**config.mk**
```make
export PLATFORM = sky130hd
export DESIGN_NAME = spi_master_ctrl_flat
export DESIGN_NICKNAME = d
export VERILOG_FILES = /design/src/rtl/spi_master_ctrl_pkg.sv /design/src/rtl/spi_master_ctrl_if.sv /design/src/rtl/spi_master_ctrl_sclk_gen.sv /design/src/rtl/spi_master_ctrl.sv /design/src/flat_wrapper.sv
export SDC_FILE = /design/constraint.sdc
export NUM_CORES = 1
export LEC_CHECK = 0
export CAP_MARGIN = 5
export CORE_MARGIN = 2
export CORE_UTILIZATION = 55
export CTS_CLUSTER_SIZE = 40
export DETAILED_ROUTE_END_ITERATION = 16
export GPL_TIMING_DRIVEN = 0
export PLACE_DENSITY = 0.81
export SLEW_MARGIN = 5
export SYNTH_ARGS = -nofsm -noshare
export SYNTH_HDL_FRONTEND = slang
export SYNTH_SLANG_ARGS = --single-unit
```
**constraint.sdc**
```tcl
create_clock -name clk -period 5.6 [get_ports clk]
set_input_delay 1.12 -clock clk [delete_from_list [all_inputs] [get_ports clk]]
set_output_delay 1.12 -clock clk [all_outputs]
set_load 0.01 [all_outputs]
```
**src/rtl/spi_master_ctrl_pkg.sv**
```systemverilog
// Shared types and constants for the SPI mode-0 master controller.
// Command byte layout is {addr[6:0], rw}, built by mkCmd.
package spi_pkg;

  typedef enum logic [1:0] {
    IDLE,
    CMD,
    DATA
  } state_e;

  localparam logic RW_WRITE     = 1'b0;
  localparam logic RW_READ      = 1'b1;
  localparam int   HALF_DIV_DEF = 20;
  localparam int   CMD_W        = 8;
  localparam int   DATA_W       = 8;

  function automatic logic [CMD_W-1:0] mkCmd(input logic [6:0] addr, input logic rw);
    return {addr, rw};
  endfunction

endpackage

```
**src/rtl/spi_master_ctrl_if.sv**
```systemverilog
// Controller-side request/response signals plus the SPI pins of the master.
// The master modport is the controller's view; slave is the bench/system view.
interface spi_master_ctrl_if;

  logic                      cs_n_in;
  logic                      wr_rd;
  logic [6:0]                spi_addr_master;
  logic [spi_pkg::DATA_W-1:0] spi_data_master;
  logic                      miso;
  logic                      cs_n;
  logic                      sclk;
  logic                      mosi;
  logic [spi_pkg::DATA_W-1:0] data_out;
  logic                      data_out_vld;

  modport master (
    input  cs_n_in, wr_rd, spi_addr_master, spi_data_master, miso,
    output cs_n, sclk, mosi, data_out, data_out_vld
  );

  modport slave (
    output cs_n_in, wr_rd, spi_addr_master, spi_data_master, miso,
    input  cs_n, sclk, mosi, data_out, data_out_vld
  );

endinterface

```
**src/rtl/spi_master_ctrl_sclk_gen.sv**
```systemverilog
// SCLK generator: low for HALF_DIV clocks, then high for HALF_DIV clocks, per bit.
// Ticks are combinational and flag the edge on which sclk will toggle.
module spi_sclk_gen #(
  parameter int HALF_DIV = spi_pkg::HALF_DIV_DEF
) (
  input  logic clk,
  input  logic rst,
  input  logic en_i,
  output logic sclk_o,
  output logic rise_tick_o,
  output logic fall_tick_o,
  output logic bit_end_o
);

  localparam int CNT_W = (HALF_DIV > 1) ? $clog2(HALF_DIV) : 1;
  localparam logic [CNT_W-1:0] CNT_MAX = CNT_W'(HALF_DIV - 1);

  logic [CNT_W-1:0] cnt_q, cnt_d;
  logic             sclk_q, sclk_d;
  logic             halfDone;

  assign halfDone    = en_i && (cnt_q == CNT_MAX);
  assign rise_tick_o = halfDone && !sclk_q;
  assign fall_tick_o = halfDone && sclk_q;
  assign bit_end_o   = fall_tick_o;
  assign sclk_o      = sclk_q;

  // Dropping en_i parks sclk low and restarts the half-period on the next frame.
  always_comb begin
    cnt_d  = cnt_q;
    sclk_d = sclk_q;
    if (!en_i) begin
      cnt_d  = '0;
      sclk_d = 1'b0;
    end else if (halfDone) begin
      cnt_d  = '0;
      sclk_d = !sclk_q;
    end else begin
      cnt_d = cnt_q + 1'b1;
    end
  end

  always_ff @(posedge clk or posedge rst) begin
    if (rst) begin
      cnt_q  <= '0;
      sclk_q <= 1'b0;
    end else begin
      cnt_q  <= cnt_d;
      sclk_q <= sclk_d;
    end
  end

endmodule

```
**src/rtl/spi_master_ctrl.sv**
```systemverilog
// SPI mode-0 master: command byte {addr, rw} followed by data bytes for as long
// as cs_n_in stays low; read bytes come back on data_out with a one-cycle valid.
module spi_master_ctrl
  import spi_pkg::*;
#(
  parameter int HALF_DIV = HALF_DIV_DEF
) (
  input logic              clk,
  input logic              rst,
  spi_master_ctrl_if.master spi
);

  state_e              state_q, state_d;
  logic                rw_q, rw_d;
  logic [CMD_W-1:0]    tx_q, tx_d;
  logic [DATA_W-1:0]   rx_q, rx_d;
  logic [DATA_W-1:0]   dataOut_q, dataOut_d;
  logic [2:0]          bitCnt_q, bitCnt_d;
  logic [15:0]         byteCnt_q, byteCnt_d;
  logic                csN_q, csN_d;
  logic                mosi_q, mosi_d;
  logic                vld_q, vld_d;

  logic                sclkEn;
  logic                sclk;
  logic                riseTick;
  logic                fallTick;
  logic                bitEnd;
  logic                byteEnd;
  logic [CMD_W-1:0]    cmd;
  logic [DATA_W-1:0]   nextTx;

  // Gating with cs_n_in lets sclk drop on the very edge that aborts the frame.
  assign sclkEn  = (state_q != IDLE) && !spi.cs_n_in;
  assign byteEnd = bitEnd && (bitCnt_q == 3'd7);
  assign cmd     = mkCmd(spi.spi_addr_master, spi.wr_rd);
  assign nextTx  = (rw_q == RW_READ) ? '0 : spi.spi_data_master;

  spi_sclk_gen #(
    .HALF_DIV(HALF_DIV)
  ) u_sclk_gen (
    .clk        (clk),
    .rst        (rst),
    .en_i       (sclkEn),
    .sclk_o     (sclk),
    .rise_tick_o(riseTick),
    .fall_tick_o(fallTick),
    .bit_end_o  (bitEnd)
  );

  always_comb begin
    state_d   = state_q;
    rw_d      = rw_q;
    tx_d      = tx_q;
    rx_d      = rx_q;
    dataOut_d = dataOut_q;
    bitCnt_d  = bitCnt_q;
    byteCnt_d = byteCnt_q;
    csN_d     = csN_q;
    mosi_d    = mosi_q;
    vld_d     = 1'b0;
    case (state_q)
      IDLE: begin
        if (!spi.cs_n_in) begin
          state_d   = CMD;
          rw_d      = spi.wr_rd;
          tx_d      = cmd;
          mosi_d    = cmd[CMD_W-1];
          csN_d     = 1'b0;
          bitCnt_d  = '0;
          byteCnt_d = '0;
        end
      end
      default: begin
        if (spi.cs_n_in) begin
          state_d   = IDLE;
          csN_d     = 1'b1;
          mosi_d    = 1'b0;
          bitCnt_d  = '0;
          byteCnt_d = '0;
        end else begin
          if (riseTick) begin
            rx_d = {rx_q[DATA_W-2:0], spi.miso};
          end
          if (bitEnd) begin
            bitCnt_d = bitCnt_q + 3'd1;
          end
          // The byte boundary is also where the next byte is fetched and mosi set.
          if (byteEnd) begin
            state_d   = DATA;
            byteCnt_d = byteCnt_q + 16'd1;
            tx_d      = nextTx;
            mosi_d    = nextTx[DATA_W-1];
            if (state_q == DATA && rw_q == RW_READ) begin
              dataOut_d = rx_q;
              vld_d     = 1'b1;
            end
          end else if (fallTick) begin
            tx_d   = {tx_q[CMD_W-2:0], 1'b0};
            mosi_d = tx_q[CMD_W-2];
          end
        end
      end
    endcase
  end

  always_ff @(posedge clk or posedge rst) begin
    if (rst) begin
      state_q   <= IDLE;
      rw_q      <= RW_WRITE;
      tx_q      <= '0;
      rx_q      <= '0;
      dataOut_q <= '0;
      bitCnt_q  <= '0;
      byteCnt_q <= '0;
      csN_q     <= 1'b1;
      mosi_q    <= 1'b0;
      vld_q     <= 1'b0;
    end else begin
      state_q   <= state_d;
      rw_q      <= rw_d;
      tx_q      <= tx_d;
      rx_q      <= rx_d;
      dataOut_q <= dataOut_d;
      bitCnt_q  <= bitCnt_d;
      byteCnt_q <= byteCnt_d;
      csN_q     <= csN_d;
      mosi_q    <= mosi_d;
      vld_q     <= vld_d;
    end
  end

  assign spi.cs_n         = csN_q;
  assign spi.sclk         = sclk;
  assign spi.mosi         = mosi_q;
  assign spi.data_out     = dataOut_q;
  assign spi.data_out_vld = vld_q;

endmodule

```
**src/flat_wrapper.sv**
```systemverilog
// flat-port wrapper written by rule: the top's interface ports become plain ports
module spi_master_ctrl_flat import spi_pkg::*;
#(
  parameter int HALF_DIV = HALF_DIV_DEF
)
  (clk, rst, spi_cs_n_in, spi_wr_rd, spi_spi_addr_master, spi_spi_data_master, spi_miso, spi_cs_n, spi_sclk, spi_mosi, spi_data_out, spi_data_out_vld);
  spi_master_ctrl_if spi_i ();
  input logic clk;
  input logic rst;
  input wire logic [$bits(spi_i.cs_n_in)-1:0] spi_cs_n_in;
  input wire logic [$bits(spi_i.wr_rd)-1:0] spi_wr_rd;
  input wire logic [$bits(spi_i.spi_addr_master)-1:0] spi_spi_addr_master;
  input wire logic [$bits(spi_i.spi_data_master)-1:0] spi_spi_data_master;
  input wire logic [$bits(spi_i.miso)-1:0] spi_miso;
  output wire logic [$bits(spi_i.cs_n)-1:0] spi_cs_n;
  output wire logic [$bits(spi_i.sclk)-1:0] spi_sclk;
  output wire logic [$bits(spi_i.mosi)-1:0] spi_mosi;
  output wire logic [$bits(spi_i.data_out)-1:0] spi_data_out;
  output wire logic [$bits(spi_i.data_out_vld)-1:0] spi_data_out_vld;
  assign spi_i.cs_n_in = spi_cs_n_in;
  assign spi_i.wr_rd = spi_wr_rd;
  assign spi_i.spi_addr_master = spi_spi_addr_master;
  assign spi_i.spi_data_master = spi_spi_data_master;
  assign spi_i.miso = spi_miso;
  assign spi_cs_n = spi_i.cs_n;
  assign spi_sclk = spi_i.sclk;
  assign spi_mosi = spi_i.mosi;
  assign spi_data_out = spi_i.data_out;
  assign spi_data_out_vld = spi_i.data_out_vld;
  spi_master_ctrl #(.HALF_DIV(HALF_DIV)) u_core (.clk(clk), .rst(rst), .spi(spi_i));
endmodule
```
==> results of run 1 <==
==> sequential cells by signal, summed over array words and instances (netlist names) <==
signal / flops
u_core.u_sclk_gen.cnt_q: 5
u_core.tx_q: 7
u_core.rw_q: 1
u_core.spi.mosi: 1
u_core.u_sclk_gen.sclk_o: 1
u_core.rx_q: 8
u_core.spi.cs_n: 1
u_core.spi.data_out_vld: 1
u_core.state_q: 2
u_core.bitCnt_q: 3
u_core.spi.data_out: 8
==> metrics by stage <==
stage / hold slack [ns] / util [%] / instance area (um2) / total power, mW / instances
2_1_floorplan: 0.4321 / - / 1767 / 0.4783 / 152
3_3_place_gp: 0.4437 / 69.84 / 2132 / 0.5341 / 227
3_5_place_dp: 0.4550 / 69.84 / 2132 / 0.5445 / 227
4_1_cts: 0.4712 / 73.48 / 2243 / 0.7832 / 235
5_1_grt: 0.4967 / 73.48 / 2243 / 0.8247 / 235
6_report: 0.4677 / 73.48 / 2243 / 0.7818 / 235
==> path summary, 6_finish.rpt <==
path                                                      start                                   end  slack (ns)  depth (start not counted)
max reg2reg                       u_core.state_q[0]$_DFFE_PP0P_            u_core.tx_q[0]$_DFFE_PP0P_        3.01                          6
max                                                 spi_cs_n_in            u_core.rx_q[0]$_DFFE_PP0P_        2.45                          7
max in group asynchronous                                   rst            u_core.tx_q[1]$_DFFE_PP0P_        3.88                          2
min in group asynchronous                                   rst  u_core.u_sclk_gen.cnt_q[3]$_DFF_PP0_        1.22                          2
min                        u_core.u_sclk_gen.cnt_q[0]$_DFF_PP0_  u_core.u_sclk_gen.cnt_q[0]$_DFF_PP0_        0.47                          1
min reg2reg                u_core.u_sclk_gen.cnt_q[0]$_DFF_PP0_  u_core.u_sclk_gen.cnt_q[0]$_DFF_PP0_        0.47                          1
==> area by class of cell <==
cell class	instances	area, um2	share of cell area [%]
sequential	38	952.2	42.44
multi-input combinational	102	759.5	33.85
timing repair buffer	31	310.3	13.83
clock inverter	2	60.06	2.677
tap	44	55.05	2.454
clock buffer	6	51.30	2.287
buffer	6	32.53	1.450
inverter	6	22.52	1.004
==> Yosys cell counts, drive strengths merged <==
cell type	instances	area [um2]
dfrtp	37	925.9
mux2	19	214.0
o21ai	11	55.05
nand2	9	33.78
a21oi	8	40.04
nor2	8	30.03
a22oi	7	52.55
ha	6	75.07
inv	6	22.52
nor3b	6	45.04
and2	3	18.77
buf	3	21.27
clkbuf	3	11.26
mux2i	3	30.03
nand3	3	15.01
nand4	3	25.02
a41oi	2	17.52
nor2b	2	12.51
xor2	2	17.52
a31oi	1	6.260
and4bb	1	12.51
dfstp	1	26.28
nand2b	1	6.260
nor3	1	5.000
nor4	1	6.260
o21ba	1	10.01
o41ai	1	8.760
or3	1	6.260
or4	1	7.510
xnor2	1	8.760
==> routing by layer <==
metal | part of all wire, % | vias to the layer above
li1 | - | 623
met1 | 44 | 640
met2 | 51 | 24
met3 | 3.5 | 7
met4 | 1.6 | 0
met5 | 0 | -
==> critical path, stage by stage <==
cell and delay [ns]:
sky130_fd_sc_hd__clkdlybuf4s50_1 0.52, sky130_fd_sc_hd__inv_1 0.16, sky130_fd_sc_hd__ha_1 0.19, sky130_fd_sc_hd__clkbuf_1 0.33, sky130_fd_sc_hd__nand3_1 0.11, sky130_fd_sc_hd__nor2_1 0.53
sky130_fd_sc_hd__mux2_2 0.40
==> cells by family after synthesis <==
kind of cell    count (synthesis)
compound gates                 31
flops                          38
mux                            22
buf+inv                        12
simple gates                   40
fa+ha+maj                       6
xor+xnor                        3
==> power by group through the flow <==
stage	clock [mW]	combinational [mW]	sequential, mW
4_1_cts	0.243	0.187	0.353
2_1_floorplan	0	0.124	0.354
3_5_place_dp	0	0.186	0.359
5_1_grt	0.254	0.211	0.360
6_report	0.242	0.185	0.355
3_3_place_gp	0	0.178	0.356
==> results by stage, run 1 <==
Floorplan:
- The area enclosed by the die boundary is 0.003681 mm2.
- The number of rows created at floorplan is 20.
- The die is 60.68 um tall.
- 32 I/O pins were placed.
- The initial utilization of the core area, before any placement, comes to 57.87%.
- The total area inside the core boundary comes to slightly above 0.003 mm2.
- The width of the chip is 60.68 um.

Timing:
- The slew at the pin closest to its max-slew limit is 0.8040 ns.
- The post-layout minimum cycle time is 3.150 ns.
- The max-slew violation count is 0.
- Derived from the worst setup path, the maximum achievable clock frequency is approximately 320 MHz.
- Setup total negative slack on the finished layout was measured at 0 ns.
- For the final database, setup skew stands at 0.01460 ns.
- The count of endpoints failing setup in the final report is 0.
- The hold violation count in the final report is 0.
- Headroom to the max-slew limit came out at 45.99%.
- Setup repair after global routing left no endpoint under its margin.
- After layout, the worst path uses 56.25% of the clock period.
- In the post-route analysis, the smallest setup slack over all paths is 2.450 ns.

Logic synthesis:
- Synthesis instantiated 32 different standard cells from the library.
- The synthesized netlist devotes 10.76% of its cell area to compound gates.
- The adder-cell share of the synthesized area is 4.249%.
- The share of synthesized area spent on multiplexers is 13.81%.
- The post-synthesis instance area is 0.001767 mm2.
- The post-synthesis net count is 178.
- By area, the combinational part of the netlist is dominated by multiplexers.
- The Yosys step of the flow raised 0 warnings.
- Synthesis handed over a netlist of 152 instances.
- The part of the Yosys area used for sequential elements is a little over half.
- The post-synthesis sequential element count is 38.
- The mean area per synthesized cell is between 10 and 15 um2.
- After Yosys synthesis, XOR and XNOR cells account for 1.487% of the synthesized area.
- The synthesized-area fraction occupied by and/or/nand/nor cells is 12.68%.

GRT:
- The global routing usage on met3 is 5.117%.
- For this run, global-route usage on met1 was measured as about a quarter.
- After global routing the overflow that remains totals 0.
- The largest net degree at the start of global routing is 39.
- Global routing consumed, over all layers together, 21.11% of the routing resources.
- The initial antenna violation count is 0.
- For this run, global-route usage on met2 was measured as between 30% and 40%.
- The first global-routing pass estimated 5.727 mm of wire.
- met2 is the most crowded layer.
- The via count of the first global-routing pass is approximately 1.3k.

Critical path:
- The data required time at the worst endpoint is ~5.8 ns.
- The largest fanout of any net on the critical path is 10.
- The type of the worst setup path is input pin to flop.
- The element type at the critical path end is a flop.
- STA classifies the critical path startpoint as an input pin.
- At the worst endpoint, the arrival time is ~3.4 ns.

Routing:
- Using the TritonRoute via totals, the vias-per-cell ratio works out to 5.506.
- For this block, the routed nets add up to 3.415 mm of wire.
- In the routed design, unresolved DRC markers number 0.
- For this run, the detailed router's first-pass iteration total came to 4.
- The starting DRC count in detailed routing is 73.
- The vias after detailed routing is 1294.
- The average routed wire per standard cell is 14.53 um.
- The detail route stage leaves a number of antenna-violating nets equal to 0.

Power:
- In this run the static leakage power is 1.023 nW.
- Dividing total power by cell area gives a power density of 348.5 mW/mm2.
- VDD sags by at most 0.0002341 V.
- The combinational cell fraction of total power is a little under a quarter.
- The analysis attributes to net switching a power of 0.2201 mW.
- Net switching is 28.16% of the power.
- The clock network burns 30.9% of the power.
- Cell internal power was estimated by the tool at approximately 0.56 mW.
- The sequential share of power is 45.4%.

Clocking:
- The CTS buffer count is 5.
- Post-CTS timing repair inserted 0 buffers for setup.
- Once the clock tree was built, the resizer swapped 0 gates to a different size.
- CTS placed an instance of sky130_fd_sc_hd__clkbuf_4 at the clock tree root.
- The clock tree synthesis step divided the H-tree into 2 levels.
- In this run the deepest clock path goes through 2 buffers.
- For this design, the CTS-stage hold fixing added 0 buffers.
- The clock transition at the register clock pins on the worst setup and hold paths after CTS is 0.12 ns.
- The TritonCTS clock tree is done.
- The insertion delay of the later-clocked pin in the worst-skew pair is 0.34 ns.
- The clock net sink count is 38.

Placement:
- The placer's final routability congestion estimate is 0.7721.
- The post-DP HPWL is 2.464 mm.
- The worst setup timing slack at the placement stage is 2.112 ns.
- Input and output buffers added on the ports amount to 31.

Status:
- The run finished with clean final reports.

Hold path:
- The path type of the worst min-delay path is flop to flop.

Cells and area:
- The most frequent standard cell in the layout excluding fill and tap cells is sky130_fd_sc_hd__dfrtp_1.
- The proportion of layout cells with a drive suffix above 1 is 18.32%.
- The net count of the finished layout is 216.
- The area growth from synthesis to layout is 26.98%.
- Leaving out fill and tap cells, the most frequent cells in the layout are 37 x sky130_fd_sc_hd__dfrtp_1, 31 x sky130_fd_sc_hd__clkdlybuf4s50_1, 19 x sky130_fd_sc_hd__mux2_2, 11 x sky130_fd_sc_hd__o21ai_0, 9 x sky130_fd_sc_hd__nand2_1.
- The layout has about 240 filler cells.
- The count of inserted antenna diode cells is 0.

Flow run:
- The number of max-cap violations is 0.
Note: power is estimated with default switching activity, not from simulation.
==> run 2, diff against run 1 <==
CORE_UTILIZATION = 51   (was 55)
PLACE_DENSITY = 0.76   (was 0.81)
clock period = 3 ns   (was 5.6 ns; I/O delays follow)
==> results by stage, run 2 (synthesis results as in run 1) <==
Routing:
- The met2 wire length is 1.670 mm.
- Before antenna repair, the detailed router went through 5 iterations.
- The starting DRC count in detailed routing is a little under 80.
- Wires add up to 3.399 mm.
- Summed over all nets, wire length on met3 after detailed routing comes to 151 um.
- The routed metal-1 wire length is 1.517 mm.
- The highest layer used for signal routing is met4.
- In the routed layout, each cell is associated on average with a via count of 5.468.
- In this run the remaining antenna-violating nets after routing total 0.
- The average routed wire per standard cell is 14.34 um.
- In the routed design, unresolved DRC markers number 0.
- The vias after detailed routing is about 1.3k.

Power:
- The total power draw is 1.464 mW.
- The leakage power is 1.023 nW.
- The worst supply voltage drop on vdd is about 0.00041 V.
- The power per cell area is 652.0 mW/mm2.

Timing:
- The maximum frequency from static timing analysis is 391.5 MHz.
- After layout, the worst path uses 85.14% of the clock period.
- The slew at the pin closest to its max-slew limit is 0.8173 ns.
- The worst pin sits at a relative slew slack of 45.10%.
- The count of endpoints failing setup in the final report is 0.
- On the final layout, the worst clock skew is 0.007961 ns.
- The max-slew violation count came to 0.
- Setup repair after global routing left no endpoint under its margin.
- The post-layout minimum cycle time is 2.554 ns.
- Setup total negative slack on the finished layout was measured at 0 ns.
- The hold violation count in the final report is 0.

Critical path:
- The critical path is of the input pin to flop type.
- The arrival time of the worst setup path is 2.80 ns.
- The startpoint type of the worst setup path is an input pin.
- For the worst setup path, the data required time is between 3 and 4 ns.
- The element type at the critical path end is a flop.
- Of all nets on the critical path, the largest fanout is 10.

Placement:
- After detailed placement, the total cell area comes to 0.002135 mm2.
- The HPWL after detailed placement is about 2.4 mm.
- The number of buffer cells added on primary ports is 31.
- The placer's final routability congestion estimate is approximately 0.81.

Cells and area:
- The net count of the finished layout is 216.
- After filler insertion, the fill cell instance count of the layout stands at 283.
- Cells fill 67.30% of the core in the end.
- The sequential cell area is approximately 950 um2.
- The library cell used most frequently in the layout, excluding fill and tap cells, is sky130_fd_sc_hd__dfrtp_1.
- 0 antenna diodes ended up in the layout.
- The area of the multi-input gates is 759.5 um2.
- Relative to the synthesized area, the layout overhead comes to 27.12%.
- After routing the design area is 0.002246 mm2.
- In the layout the commonest cells are 37 x sky130_fd_sc_hd__dfrtp_1, 31 x sky130_fd_sc_hd__clkdlybuf4s50_1, 19 x sky130_fd_sc_hd__mux2_2, 11 x sky130_fd_sc_hd__o21ai_0, 9 x sky130_fd_sc_hd__nand2_1.
- The proportion of layout cells with a drive suffix above 1 is 18.32%.

Floorplan:
- From bottom edge to top edge, the die measures 62.86 um.
- The number of rows created at floorplan is 21.
- The I/O pin total is 32.
- The die is 62.86 um wide.
- The die covers 0.003951 mm2.
- In this run the standard cell core region covers 0.003337 mm2.
- The initial utilization of the core area, before any placement, comes to 52.94%.

Clocking:
- The number of hold buffers added after cts is 0.
- The maximum buffer depth of the clock tree is 2.
- The master cell of the clock root buffer is sky130_fd_sc_hd__clkbuf_4.
- The number of levels in the clock H-tree is 2.
- The insertion delay of the later-clocked pin in the worst-skew pair is 0.35 ns.
- The clock net sink count is 38.
- The buffer count from post-CTS setup fixing is 0.
- Once the clock tree was built, the resizer swapped 0 gates to a different size.
- After clock tree synthesis, the clock-pin slew on the worst setup and hold paths is ~0.11 ns.
- Clock tree synthesis inserted a total of 5 buffers.
- The TritonCTS clock tree is done.

GRT:
- Global routing consumed, over all layers together, roughly 19% of the routing resources.
- The initial antenna violation count is 0.
- The first global-routing pass estimated 5.989 mm of wire.
- The via count of the first global-routing pass is 1301.
- The total overflow left after global routing is 0.
- Entering global routing, the biggest net connects 39 pins.

Hold path:
- The path type of the worst min-delay path is flop to flop.

Status:
- The flow ran to the end, and the final reports show no timing, DRC or antenna violations.

Flow run:
- The number of max-cap violations is 0.
## run 2: cell counts in the layout (fill, tap and decap cells not counted)
No cell type changed its count.
## run 2: metal layers
metal	vias up	track usage, %
met5	-	0
met3	7	5.045
met1	629	25.12
li1	624	-
met4	0	7.500
met2	36	31.32
## run 2: final timing paths
kind | depth (start not counted) | startpoint | to | slack [ns]
max | 7 | spi_cs_n_in | u_core.rx_q[1]$_DFFE_PP0P_ | 0.45
min | 1 | u_core.u_sclk_gen.cnt_q[0]$_DFF_PP0_ | u_core.u_sclk_gen.cnt_q[0]$_DFF_PP0_ | 0.48
max reg2reg | 6 | u_core.state_q[0]$_DFFE_PP0P_ | u_core.tx_q[0]$_DFFE_PP0P_ | 0.46
max in group asynchronous | 2 | rst | u_core.bitCnt_q[0]$_DFFE_PP0P_ | 1.83
min in group asynchronous | 2 | rst | u_core.spi.data_out[6]$_DFFE_PP0P_ | 0.69
min reg2reg | 1 | u_core.u_sclk_gen.cnt_q[0]$_DFF_PP0_ | u_core.u_sclk_gen.cnt_q[0]$_DFF_PP0_ | 0.48
## run 2: layout make-up
cell class | instances | area share, %
inverter | 6 | 1.003
buffer | 6 | 1.448
timing repair buffer | 31 | 13.82
clock buffer | 6 | 2.284
multi-input combinational | 102 | 33.82
clock inverter | 2 | 2.674
sequential | 38 | 42.40
tap | 46 | 2.563
## run 2: through the flow
| stage | hold slack [ns] | setup WS [ns] | cells |
|---|---|---|---|
| 3_3_place_gp | 0.4472 | 0.1170 | 229 |
| 4_1_cts | 0.4816 | 0.4473 | 237 |
| 2_1_floorplan | 0.4321 | 0.9269 | 152 |
| 6_report | 0.4777 | 0.4459 | 237 |
| 5_1_grt | 0.5270 | 0.1706 | 237 |
| 3_5_place_dp | 0.4661 | 0.08430 | 229 |
## run 2: critical path: stages
cell,delay [ns]
sky130_fd_sc_hd__clkdlybuf4s50_1,0.52
sky130_fd_sc_hd__inv_1,0.16
sky130_fd_sc_hd__ha_1,0.20
sky130_fd_sc_hd__clkbuf_1,0.32
sky130_fd_sc_hd__nand3_1,0.11
sky130_fd_sc_hd__nor2_1,0.47
sky130_fd_sc_hd__mux2_2,0.41
## run 2: power by group
| group | switching (mW) | leakage [nW] | internal [mW] |
|---|---|---|---|
| logic | 0.190 | 0.456 | 0.161 |
| clock network | 0.170 | 0.0585 | 0.282 |
| registers | 0.0567 | 0.509 | 0.605 |
